## src/rtl/bm_pkg.sv

```systemverilog
// bm_pkg: direction encodings and arbitration helpers shared by the
// direction controller and the sprite/motion module.
//   CD_U/CD_R/CD_D/CD_L : 2-bit current-direction codes
//   CD_RESET            : direction faced after reset (down)
//   pick                : one-hot highest-priority set bit of {U,R,D,L}
//   dir_code            : one-hot {U,R,D,L} to 2-bit direction code
package bm_pkg;
    localparam logic [1:0] CD_U = 2'b00;
    localparam logic [1:0] CD_R = 2'b01;
    localparam logic [1:0] CD_D = 2'b10;
    localparam logic [1:0] CD_L = 2'b11;
    localparam logic [1:0] CD_RESET = CD_D;

    // Priority U > R > D > L, bit order {U,R,D,L}
    function automatic logic [3:0] pick(input logic [3:0] v);
        return v[3] ? 4'b1000 : v[2] ? 4'b0100 : v[1] ? 4'b0010 : v[0] ? 4'b0001 : 4'b0000;
    endfunction

    function automatic logic [1:0] dir_code(input logic [3:0] v);
        return v[3] ? CD_U : v[2] ? CD_R : v[1] ? CD_D : CD_L;
    endfunction
endpackage

```

## src/rtl/btn_debounce.sv

```systemverilog
// btn_debounce: 2-FF synchronizer followed by a counting debouncer.
//   clk, reset_n : clock, asynchronous active-low reset
//   btn          : raw asynchronous button
//   stable       : debounced level
module btn_debounce #(
    parameter int DEBOUNCE_CYCLES = 1000000,
    parameter int CNT_W = 20
) (
    input  logic clk,
    input  logic reset_n,
    input  logic btn,
    output logic stable
);
    localparam logic [CNT_W-1:0] LAST = CNT_W'(DEBOUNCE_CYCLES - 1);

    logic sync1, sync2;
    logic [CNT_W-1:0] cnt;

    // Any return to the stable level discards the partial count.
    always_ff @(posedge clk or negedge reset_n) begin
        if (!reset_n) begin
            sync1  <= 1'b0;
            sync2  <= 1'b0;
            stable <= 1'b0;
            cnt    <= '0;
        end else begin
            sync1 <= btn;
            sync2 <= sync1;
            if (sync2 == stable) begin
                cnt <= '0;
            end else if (cnt == LAST) begin
                stable <= sync2;
                cnt    <= '0;
            end else begin
                cnt <= cnt + 1'b1;
            end
        end
    end
endmodule

```

## src/rtl/bm_dir_ctrl.sv

```systemverilog
// bm_dir_ctrl: debounces the d-pad and resolves it into one active direction.
//   clk, reset_n                 : clock, asynchronous active-low reset
//   btn_l, btn_r, btn_u, btn_d   : raw active-high buttons
//   gameover                     : freezes player control
//   L, R, U, D                   : registered one-hot active direction
//   cd                           : current direction code (held when idle)
//   moving                       : OR of L/R/U/D, registered
module bm_dir_ctrl
    import bm_pkg::*;
#(
    parameter int DEBOUNCE_CYCLES = 1000000,
    parameter int CNT_W = 20
) (
    input  logic       clk,
    input  logic       reset_n,
    input  logic       btn_l,
    input  logic       btn_r,
    input  logic       btn_u,
    input  logic       btn_d,
    input  logic       gameover,
    output logic       L,
    output logic       R,
    output logic       U,
    output logic       D,
    output logic [1:0] cd,
    output logic       moving
);
    // All 4-bit vectors are ordered {U,R,D,L} to match the priority order.
    logic [3:0] raw, held, prev, press, cur, nxt;

    assign raw = {btn_u, btn_r, btn_d, btn_l};

    for (genvar g = 0; g < 4; g++) begin : g_db
        btn_debounce #(
            .DEBOUNCE_CYCLES(DEBOUNCE_CYCLES),
            .CNT_W(CNT_W)
        ) u_db (
            .clk(clk),
            .reset_n(reset_n),
            .btn(raw[g]),
            .stable(held[g])
        );
    end

    assign press = held & ~prev;
    assign cur   = {U, R, D, L};

    // A fresh press beats a held direction; otherwise keep the current one
    // while held, else fall back to the highest-priority held button.
    always_comb begin
        nxt = gameover ? 4'b0000 :
              |press ? pick(press) :
              |(cur & held) ? cur : pick(held);
    end

    always_ff @(posedge clk or negedge reset_n) begin
        if (!reset_n) begin
            prev         <= 4'b0000;
            {U, R, D, L} <= 4'b0000;
            moving       <= 1'b0;
            cd           <= CD_RESET;
        end else begin
            prev         <= held;
            {U, R, D, L} <= nxt;
            moving       <= |nxt;
            if (|nxt) cd <= dir_code(nxt);
        end
    end
endmodule
```

## config.mk

```make
export PLATFORM = sky130hd
export DESIGN_NAME = bm_dir_ctrl
export DESIGN_NICKNAME = d
export VERILOG_FILES = /design/src/rtl/bm_pkg.sv /design/src/rtl/btn_debounce.sv /design/src/rtl/bm_dir_ctrl.sv
export SDC_FILE = /design/constraint.sdc
export NUM_CORES = 1
export LEC_CHECK = 0
export BUFFER_PORTS_ARGS = -buffer_cell sky130_fd_sc_hd__buf_4
export CORE_ASPECT_RATIO = 2
export CORE_MARGIN = 4
export CORE_UTILIZATION = 30
export DETAILED_ROUTE_END_ITERATION = 8
export GPL_ROUTABILITY_DRIVEN = 0
export SLEW_MARGIN = 20
export SYNTH_ARGS = -nofsm -noshare
export SYNTH_HDL_FRONTEND = slang
export SYNTH_SLANG_ARGS = --single-unit
```

## constraint.sdc

```tcl
create_clock -name clk -period 1.95 [get_ports clk]
set_input_delay 0.2925 -clock clk [delete_from_list [all_inputs] [get_ports clk]]
set_output_delay 0.2925 -clock clk [all_outputs]
set_load 0.05 [all_outputs]
```

After elaboration in Yosys (flattened, before gate mapping) --
Cells that the tools add are included.
Storage, ports and cells: register bits after elaboration 103, input port bits 7, output and inout port bits 7, word-level logic and storage cells 71
Cells by class: add/sub/neg operators 4, equality and inequality tests 8, muxes and demuxes 22, bitwise logic cells 7, reductions and logical operators 7
Operator list (number):
- $mux 20 | 8
- $add 20x1->20 const B | 4
- $eq 20x20->1 const B | 4
- $mux 4 | 5
- $reduce_or 4->1 | 3
- $and 4x4->4 | 2
- $mux 2 | 4
- $reduce_and 2->1 | 4
- $mux 3 | 2
- $eq 1x1->1 | 4
- $not 1->1 | 4
- $not 4->4 | 1
- $mux 1 | 3

Depth between registers and ports, before layout --
Gate-level depths: netlist (run 1).
depth after elaboration 11, gate-level depth with buffers 8, mapped depth without buffers 6

Hierarchy --
From an unflattened synthesis (run 1), not the netlist that was laid out.
Second synthesis, totals: cell total of the unflattened synthesis 479, area total of the unflattened synthesis 5017.3 µm²
Modules (own cells, without submodules):
- btn_debounce | instances 4, cells each 108, area an instance 1114.8 µm², sequential area each 575.6 µm²
- bm_dir_ctrl | instances 1, cells each 47, area an instance 558.0 µm², sequential area each 276.5 µm²

Worst setup path before layout (run 1) --
OpenSTA, ideal clock, no wires.
path kind flip-flop to flip-flop, start register U, end register moving, library setup time 0.139 ns, arrival 2.008 ns, required time 1.811 ns, path slack -0.197 ns, cell stages (with the launch flop) 5, buffers on the path 0, clock period less this slack 2.147 ns, cells stage by stage dfrtp_1 > a222oi_1 > a21boi_0 > o311a_1 > or4_1
On the way: word-level cells in the longest chain between the ends 6
RTL lines:
- start: declaration | line bm_dir_ctrl.sv:23 | output logic U,
- start signal: assignment | line bm_dir_ctrl.sv:64 | {U, R, D, L} <= nxt;
- $and 4x4->4 | line bm_dir_ctrl.sv:53 | |(cur & held) ? cur : pick(held);
- $reduce_or 4->1 | line bm_dir_ctrl.sv:53
- $mux 4 | line bm_dir_ctrl.sv:53
- $mux 4 | line bm_dir_ctrl.sv:52 | |press ? pick(press) :
- $mux 4 | line bm_dir_ctrl.sv:51 | nxt = gameover ? 4'b0000 :
- net nxt[1] | line bm_dir_ctrl.sv:29 | logic [3:0] raw, held, prev, press, cur, nxt;
- $reduce_or 4->1 | line bm_dir_ctrl.sv:65 | moving <= |nxt;
- end signal: assignment | line bm_dir_ctrl.sv:65
- end: declaration | line bm_dir_ctrl.sv:26 | output logic moving
The timed path passes the listed nets, and every way through them passes these cells. A chain may end at the register's enable or synchronous reset.

Final worst setup path (run 1) --
start register g_db[3].u_db.stable, end register moving
On the way: word-level cells in the longest chain between the ends 6, elaborated cells on any way between the ends 10, classes of those cells mux (5); bitwise (2); reduce/logical (3)
RTL lines:
- start: declaration | line btn_debounce.sv:12 | output logic stable
- start signal: assignment | line btn_debounce.sv:32 | stable <= sync2;
- $and 4x4->4 | line bm_dir_ctrl.sv:53
- $reduce_or 4->1 | line bm_dir_ctrl.sv:53
- $mux 4 | line bm_dir_ctrl.sv:53
- $mux 4 * | line bm_dir_ctrl.sv:52
- $mux 4 * | line bm_dir_ctrl.sv:51
- net nxt[3] | line bm_dir_ctrl.sv:29
- $reduce_or 4->1 * | line bm_dir_ctrl.sv:65
The timed path passes the listed nets; every way through them passes the cells marked *.

==> results of run 1 <==
==> power by group <==
group	switching, µW	total [µW]	internal (µW)
registers	27.2	2190	2160
logic	94.5	155	60.4
clock network	816	1830	1010
==> metrics by stage <==
step	util	setup WS, ns	cells	setup TNS [ns]
after CTS	0.367	-0.0177	709	-0.0177
after global routing	0.368	-0.122	711	-0.207
after floorplan	-	-0.0638	457	-0.0638
final	0.368	-0.0507	711	-0.0507
after global placement	0.346	0.0238	691	0
after detailed placement	0.346	-0.157	691	-0.157
==> cell type report <==
cell class | count | area, µm² | share of cell area
repair buffers | 51 | 435 | 0.0769
multi-input cells | 334 | 2060 | 0.364
inverters | 9 | 33.8 | 0.00596
clock buffers | 9 | 225 | 0.0398
flip-flops and latches | 103 | 2580 | 0.456
well taps | 198 | 248 | 0.0437
clock inverters | 7 | 77.6 | 0.0137
==> layer usage <==
layer / vias to the layer above / track usage / part of all wire
met5: - / 0 / 0
met4: 0 / 0.0545 / 0.020
met3: 15 / 0.0211 / 0.023
met2: 35 / 0.215 / 0.56
met1: 1688 / 0.132 / 0.40
li1: 1658 / - / -
==> logic make-up after synthesis <==
| group | synth area share |
|---|---|
| compound gates | 0.0199 |
| xor+xnor | 0.141 |
| fa+ha+maj | 0.0106 |
| buf+inv | 0.0194 |
| flops | 0.548 |
| mux | 0.00956 |
| simple gates | 0.252 |
==> registers in the layout, indices dropped and copies added (netlist names) <==
register,flops
g_db.u_db.cnt,80
g_db.u_db.stable,4
g_db.u_db.sync1,4
g_db.u_db.sync2,4
prev,4
cd,2
D,1
L,1
R,1
U,1
moving,1
==> how the worst max path moves through the flow <==
stage                        end  slack (ns)
after floorplan           moving       -0.06
after global placement    moving        0.02
after detailed placement  moving       -0.16
after CTS                 moving       -0.02
after global routing      moving       -0.12
final                     moving       -0.05
==> timing repair <==
item | in CTS | in global routing
setup endpoints to repair | 2 | 23
hold buffers | 1 | 0
gates resized for setup | 1 | 4
endpoints found under the hold margin | 25 | 0
buffers inserted | 1 | 2
pin swaps | 2 | 3
==> cells in the mapped netlist (all sizes together) (2+ instances only) <==
cell type    n
dfrtp      102
nor2        92
xor2        42
xnor2       34
nand2       30
nand3       27
nand4       20
and3        16
nor4        12
inv          9
nor3         9
buf          8
nand2b       5
nor4b        5
and4         4
ha           4
mux2         4
or2          4
clkbuf       3
nor2b        3
nor3b        3
a21boi       2
a21oi        2
nand4b       2
o311a        2
==> qor.yml, run 1 <==
setup_path:
  r2r-start: "g_db[3].u_db.stable"
  critPathLaunchType: "flop"
  crit_cells: 6
  reg2reg_slack_ns: -0.05
  worstSetupEndpointType: "flop"
  cp_max_fo: 4
  crit_slowest_cell: "or4_4"
  crit_path_max_incr_delay_ns: 0.51
  crit_family: "simple AND/OR/NAND/NOR gates"
  r2r-end: "moving"
  reg2regPathDepth: 6
  critical_path.startpoint: "g_db[3].u_db.stable"
  cp.required_ns: 2.17
  crit_chain: "a222oi_1 -> buf_4 -> nand2_2 -> nor4bb_1 -> a31o_1 -> or4_4"
  crit_arrival_ns: 2.22
  critPathBufInv: 1
  critical_path_class: "flop to flop"
global_route:
  grt_pass1_wl_um: 16800
  grt.total_usage: 0.119
  grt_pass1_vias: 3689
  grt_start_max_net_pins: 37
  grt.overflow.total: 0
  antenna_found_initial: 0
synth:
  synth_seq_area_share: 0.548
  postSynthCellCount: 457
  async_reset_ff_frac: 1.00
  synth_top_area_frac: 0.542
  synth_edf_count: 0
  netlist_area_um2: 4710
  synth_top_cell_by_area: "dfrtp_1"
  synth_area_per_cell_um2: 10.3
  synth_ff_type: "dfrtp_1"
  synthTopCellsByArea: "dfrtp_1 54%, xor2_1 7.8%, nor2_1 7.3%"
  synthDistinctLibCells: 39
  yosys_warnings: 0
  synth_seq_cells: 103
  synth_nets: 468
detailed_routing:
  wire_per_inst_um: 13.3
  route.detailed.drc: 0
  drt.antenna.violating_nets: 0
  viasPerCell: 4.78
  dr.first_iter.drc_count: 142
  wl_um: 9470
  first_pass_iters: 4
  vias: 3396
sta:
  report.final.setup_viol: 1
  tightest_slew_ns: 0.478
  fin_ws_ns: -0.0507
  timing.fmax_mhz: 500
  rsz0062_at_grt: "true"
  skew_ns: 0.00970
  worst_slew_margin_rel: 0.678
  drv_slew: 0
  hold_viol: 0
  period_minus_slack_ns: 2.00
  min_period_over_period: 1.03
  holdWs_ns: 0.0514
finish:
  fillers: 1548
  syn_to_final_growth_pct: 20.3
  n_antenna_cell: 0
  layout_common_cells: "99 x dfrtp_1, 92 x nor2_1, 46 x buf_4"
  layout_commonest_cell: "dfrtp_1"
  fin_nets: 519
  drive_above_1_share: 0.148
  fin_area_um2: 5670
hold_path:
  hold_start: "btn_u"
  whs_path_depth: 1
  hold_path_class: "primary input to flop"
  min_to: "g_db[3].u_db.sync1"
clocking:
  numCtsBuffers: 9
  clockBufferDepth: 2
  root_buffer: "clkbuf_16"
  clock_latency_ns: 0.35
  htreeDepth: 3
  clock_sinks: 103
  cts_tree: "done"
  path_clk_slew_ns: 0.07
floorplan:
  coreArea_um2: 15400
  dieWidth_um: 96.6
  die_h_um: 185
  die-area_um2: 17900
  start_util: 0.306
  num_rows: 64
  io_pins: 14
pwr:
  leakage_uw: 0.00251
  powerDensity_nw_per_um2: 736
  power_uw: 4170
  ir_drop_mv: 0.414
place:
  port_buffers: 13
  place_hpwl_um: 7000
  placed_area_um2: 5310
flow_run:
  maxCapViolations: 0
status:
  violations: "setup timing"
  outcome: "finished with violations"
No activity file was read; power rests on OpenSTA's default activity.
==> run 2, diff against run 1 <==
Settings changed: CORE_UTILIZATION 30 to 56, PLACE_DENSITY set to 0.76.
==> run 2 against run 1 <==
Compared with the run above: first-iteration DRC count up 38%; clock power up 17%; core utilization up 32 points; critical path type unchanged; sequential share of layout area about the same; via count up 3.2%; non-clock buffer count up 2; cell count down 14%; the run now ends clean; clock-buffer cell count up 1; critical endpoint unchanged; global-route usage up 9.6 points; clock skew down 0.0045 ns; register-to-register slack better by 0.07 ns.
==> qor.yml, run 2 (synthesis gave the netlist of run 1 again) <==
place:
  port_buffers: 13
  place_ws_ns: -0.0332
  place_inst: 592
  place_hpwl_um: 6810
clocking:
  root_buffer: "clkbuf_16"
  cts_tree: "done"
  htreeDepth: 3
  path_clk_slew_ns: 0.07
  numCtsBuffers: 9
  clock_latency_ns: 0.34
  clock_sinks: 103
  clockBufferDepth: 2
detailed_routing:
  vias: 3504
  wl_um: 9670
  route.detailed.drc: 0
  dr.first_iter.drc_count: 196
  wire_per_inst_um: 15.8
  drt.antenna.violating_nets: 0
  viasPerCell: 5.72
  first_pass_iters: 4
setup_path:
  worstSetupEndpointType: "flop"
  crit_chain: "a222oi_1 -> buf_4 -> nand2_2 -> nor4bb_1 -> a31o_1 -> or4_1"
  cp.required_ns: 2.16
  crit_path_max_incr_delay_ns: 0.50
  critPathLaunchType: "flop"
  critical_path.startpoint: "U"
  cp_max_fo: 4
  r2r-start: "U"
  crit_slowest_cell: "or4_1"
  crit_arrival_ns: 2.14
  critical_path_class: "flop to flop"
global_route:
  met2_usage: 0.400
  antenna_found_initial: 0
  grt-busiest-layer: "met2"
  grt_use_met1: 0.227
  grt.total_usage: 0.215
  grt_start_max_net_pins: 47
  grt.overflow.total: 0
  grt_pass1_wl_um: 16700
  use_met3: 0.0424
  grt_pass1_vias: 3686
finish:
  n_antenna_cell: 0
  drive_above_1_share: 0.159
  fin_util: 0.688
  fillers: 612
  multi_input_area_um2: 2110
  largest_reg_flops: 80
  syn_to_final_growth_pct: 20.3
  regMostFlops: "g_db.u_db.cnt"
  fin_nets: 521
  register_area_um2: 2580
  layout_common_cells: "99 x dfrtp_1, 92 x nor2_1, 47 x buf_4"
  finalNonFillerCells: 613
  layout_commonest_cell: "dfrtp_1"
floorplan:
  io_pins: 14
  die-area_um2: 10000
  coreArea_um2: 8230
  dieWidth_um: 72.8
  die_h_um: 138
  start_util: 0.572
  num_rows: 47
status:
  outcome: "completed"
hold_path:
  hold_start: "btn_l"
  hold_path_class: "primary input to flop"
sta:
  rsz0062_at_grt: "true"
  hold_viol: 0
  worst_slew_margin_rel: 0.649
  tightest_slew_ns: 0.527
  drv_slew: 0
  timing.fmax_mhz: 518
  fin_ws_ns: 0.0181
  skew_ns: 0.00519
  period_minus_slack_ns: 1.93
  min_period_over_period: 0.991
  report.final.setup_viol: 0
flow_run:
  maxCapViolations: 0
pwr:
  powerDensity_nw_per_um2: 792
  power_uw: 4490
  leakage_uw: 0.00258
  ir_drop_mv: 0.699
==> run 2: changes by cell type in the layout (fill, tap and decap cells not counted), sizes merged <==
cell    previous run  this run
clkbuf             9        10
inv               12         9
bufinv             1         4
clkinv             2         1
buf               50        52
==> run 2: layer usage <==
| layer | part of all wire | routed length, µm |
|---|---|---|
| met1 | 0.37 | 3600 |
| met2 | 0.58 | 5620 |
| met3 | 0.027 | 258 |
| met4 | 0.020 | 197 |
| met5 | 0 | 0 |
==> run 2: repair_timing <==
item | in CTS | in global routing
resized for setup | 3 | 10
setup buffers | 0 | 4
hold endpoints to repair | 39 | 0
pin swaps | 0 | 6
hold buffers | 1 | 0
endpoints found under the setup margin | 3 | 55
==> run 2: final timing paths <==
kind	end	slack [ns]	cells past startpoint
setup / recovery	moving	0.02	6
hold / removal	g_db[0].u_db.sync1	0.05	1
setup reg to reg	moving	0.02	6
hold reg to reg	g_db[2].u_db.sync2	0.35	0
max in group asynchronous	g_db[3].u_db.cnt[6]	0.84	3
min in group asynchronous	g_db[2].u_db.cnt[3]	0.47	2
==> run 2: where the power goes <==
| group | switching, µW | internal [µW] | leakage, µW |
|---|---|---|---|
| logic | 94.3 | 57.6 | 0.00100 |
| registers | 27.6 | 2160 | 0.00140 |
| clock network | 760 | 1380 | 0.000173 |
==> run 2: critical path: cells and delay by family, from the launching register on <==
family	cells	cell delay [ns]
buffers and inverters	1	0.19
AND/OR/NAND/NOR	3	0.68
flip-flops	1	0.40
AO/OA/AOI/OAI	2	0.53
==> run 2: metrics by stage <==
stage | hold slack (ns) | TNS [ns] | instance area (µm²)
2_1_floorplan | -0.00309 | -0.0638 | 4720
3_3_place_gp | 0.300 | 0 | 5190
3_5_place_dp | 0.307 | -0.0332 | 5190
4_1_cts | 0.0425 | 0 | 5590
6_report | 0.0510 | 0 | 5670
5_1_grt | 0.0393 | -0.0396 | 5670
==> run 2: area by class of cell <==
class	count	share of cell area
sequential	103	0.456
multi-input combinational	334	0.373
timing repair buffer	53	0.0802
clock buffer	10	0.0404
clock inverter	6	0.0234
tap	98	0.0216
inverter	9	0.00596
==> run 3, diff against run 2 <==
Settings changed: CTS_CLUSTER_DIAMETER set to 60, SYNTH_HIERARCHICAL set to 1.
==> run 3 against run 2 <==
Compared with the run above: area after synthesis is 6.5% higher; largest power group unchanged; critical endpoint is now cd[0]; die area is 6.0% higher; synthesized cell count rose by 4.8%.
==> qor.yml, run 3 <==
place:
  place_hpwl_um: 7210
  port_buffers: 13
  placed_area_um2: 5440
sta:
  hold_viol: 0
  report.final.setup_viol: 0
  skew_ns: 0.0115
  drv_slew: 0
  period_minus_slack_ns: 1.88
  setup-tns-final_ns: 0
  tightest_slew_ns: 0.649
  worst_slew_margin_rel: 0.563
  holdWs_ns: 0.0590
  rsz0062_at_grt: "true"
  min_period_over_period: 0.966
  timing.fmax_mhz: 531
setup_path:
  critPathLaunchType: "flop"
  reg2reg_slack_ns: 0.07
  reg2regPathDepth: 5
  crit_arrival_ns: 2.11
  r2r-end: "cd[0]"
  r2r-start: "g_db[1].u_db/stable"
  cp.required_ns: 2.18
  cp_max_fo: 7
  critical_path_class: "flop to flop"
  worstSetupEndpointType: "flop"
floorplan:
  start_util: 0.576
  die_h_um: 142
  dieWidth_um: 74.9
  coreArea_um2: 8710
  num_rows: 48
  die-area_um2: 10600
  io_pins: 14
hold_path:
  hold_path_class: "primary input to flop"
  hold_start: "btn_l"
  whs_path_depth: 1
  min_to: "g_db[0].u_db/sync1"
synth:
  synth_top_cell_by_area: "dfrtp_1"
  synthDistinctLibCells: 43
  synth_most_common_cell: "dfrtp_1"
  synth_area_per_cell_um2: 10.5
  netlist_area_um2: 5020
  yosys-top-cells-count: "102 x dfrtp_1, 80 x nor2_1, 44 x xnor2_1"
  async_reset_ff_frac: 1.00
  synth_seq_cells: 103
  synth_nets: 490
  synth_top_area_frac: 0.509
  synthTopCellsByArea: "dfrtp_1 51%, xnor2_1 7.7%, nor2_1 6.0%"
  yosys_warnings: 6
  synth_edf_count: 0
  synth_ff_type: "dfrtp_1"
  postSynthCellCount: 479
  synth_seq_area_share: 0.514
pwr:
  powerDensity_nw_per_um2: 718
  power_uw: 4140
  leakage_uw: 0.00242
  ir_drop_mv: 0.713
clocking:
  clock_latency_ns: 0.34
  clockBufferDepth: 2
  htreeDepth: 3
  path_clk_slew_ns: 0.07
  root_buffer: "clkbuf_16"
  clock_sinks: 103
  numCtsBuffers: 9
  cts_tree: "done"
detailed_routing:
  first_pass_iters: 4
  wl_um: 9890
  route.detailed.drc: 0
  drt.antenna.violating_nets: 0
  viasPerCell: 5.88
  vias: 3705
  dr.first_iter.drc_count: 239
  wire_per_inst_um: 15.7
finish:
  regMostFlops: "g_db.u_db/cnt"
  drive_above_1_share: 0.162
  fillers: 663
  largest_reg_flops: 80
  register_area_um2: 2580
  layout_commonest_cell: "dfrtp_1"
  fin_util: 0.663
  layout_common_cells: "98 x dfrtp_1, 80 x nor2_1, 44 x xnor2_1"
  fin_nets: 536
  fin_area_um2: 5770
  multi_input_area_um2: 2380
  n_antenna_cell: 0
  syn_to_final_growth_pct: 15.0
flow_run:
  maxCapViolations: 0
global_route:
  antenna_found_initial: 0
  grt_pass1_vias: 3724
  grt.overflow.total: 0
  grt.total_usage: 0.204
  grt_pass1_wl_um: 16700
  grt_start_max_net_pins: 41
status:
  outcome: "completed"
[run 3: changes by cell type in the layout (fill, tap and decap cells not counted), sizes merged, moves of 8 or more]
cell   previous run  this run
nor4             12        21
xor2             42        20
buf              52        38
o21ai             1        15
nor2             92        80
and3             16         4
nor3              9        20
xnor2            34        44
inv               9        17
mux2i             0         8
[run 3: layout make-up]
type                       instances  share of cell area
clock buffer                      14              0.0457
clock inverter                     2             0.00672
inverter                          17              0.0111
multi-input combinational        355               0.412
sequential                       103               0.448
tap                              100              0.0217
timing repair buffer              39              0.0555
[run 3: critical path, cell delays in order (launching register included)]
cell	delay, ns
dfrtp_2	0.44
a22o_4	0.25
or4b_4	0.50
a311oi_4	0.23
o21ba_1	0.19
o22a_1	0.17
[run 3: kinds of logic after synthesis]
group | after synthesis | synth area share
AND/OR/NAND/NOR | 240 | 0.271
flip-flops | 103 | 0.514
XOR/XNOR | 64 | 0.112
AO/OA/AOI/OAI | 35 | 0.0519
buffers and inverters | 21 | 0.0167
multiplexers | 12 | 0.0249
adder cells (fa/ha/maj) | 4 | 0.00998
[run 3: power breakdown]
part / switching (µW) / total, µW / internal [µW]
sequential: 28.4 / 2190 / 2160
combinational: 94.3 / 147 / 52.6
clock: 735 / 1800 / 1070
total: 858 / 4140 / 3290
[run 3: layer usage]
metal,GRT usage,vias to the layer above,part of all wire
met5,0,-,0
met4,0.0779,0,0.023
met3,0.0511,21,0.036
met2,0.366,73,0.56
met1,0.220,1819,0.38
li1,-,1792,-
[run 3: how the worst max path moves through the flow]
| stage | startpoint | endpoint | slack, ns | cells after the start |
|---|---|---|---|---|
| 2_1_floorplan | L | cd[0] | -0.05 | 5 |
| 3_3_place_gp | g_db[1].u_db/stable | cd[0] | 0.08 | 5 |
| 3_5_place_dp | g_db[1].u_db/stable | cd[1] | 0.03 | 5 |
| 4_1_cts | g_db[1].u_db/stable | cd[1] | 0.05 | 5 |
| 5_1_grt | g_db[3].u_db/stable | moving | -0.03 | 5 |
| 6_report | g_db[1].u_db/stable | cd[0] | 0.07 | 5 |
[run 3: through the flow]
stage	instances	worst slack, ns
6_report	630	0.0660
5_1_grt	630	-0.0342
4_1_cts	630	0.0514
3_5_place_dp	613	0.0296
3_3_place_gp	613	0.0793
2_1_floorplan	479	-0.0492
[run 3: timing repair]
item / in CTS / in global routing
gates resized for setup: 1 / 4
hold endpoints to repair: 36 / 0
endpoints found under the setup margin: 1 / 4
hold buffers: 1 / 0
setup buffers: 0 / 0
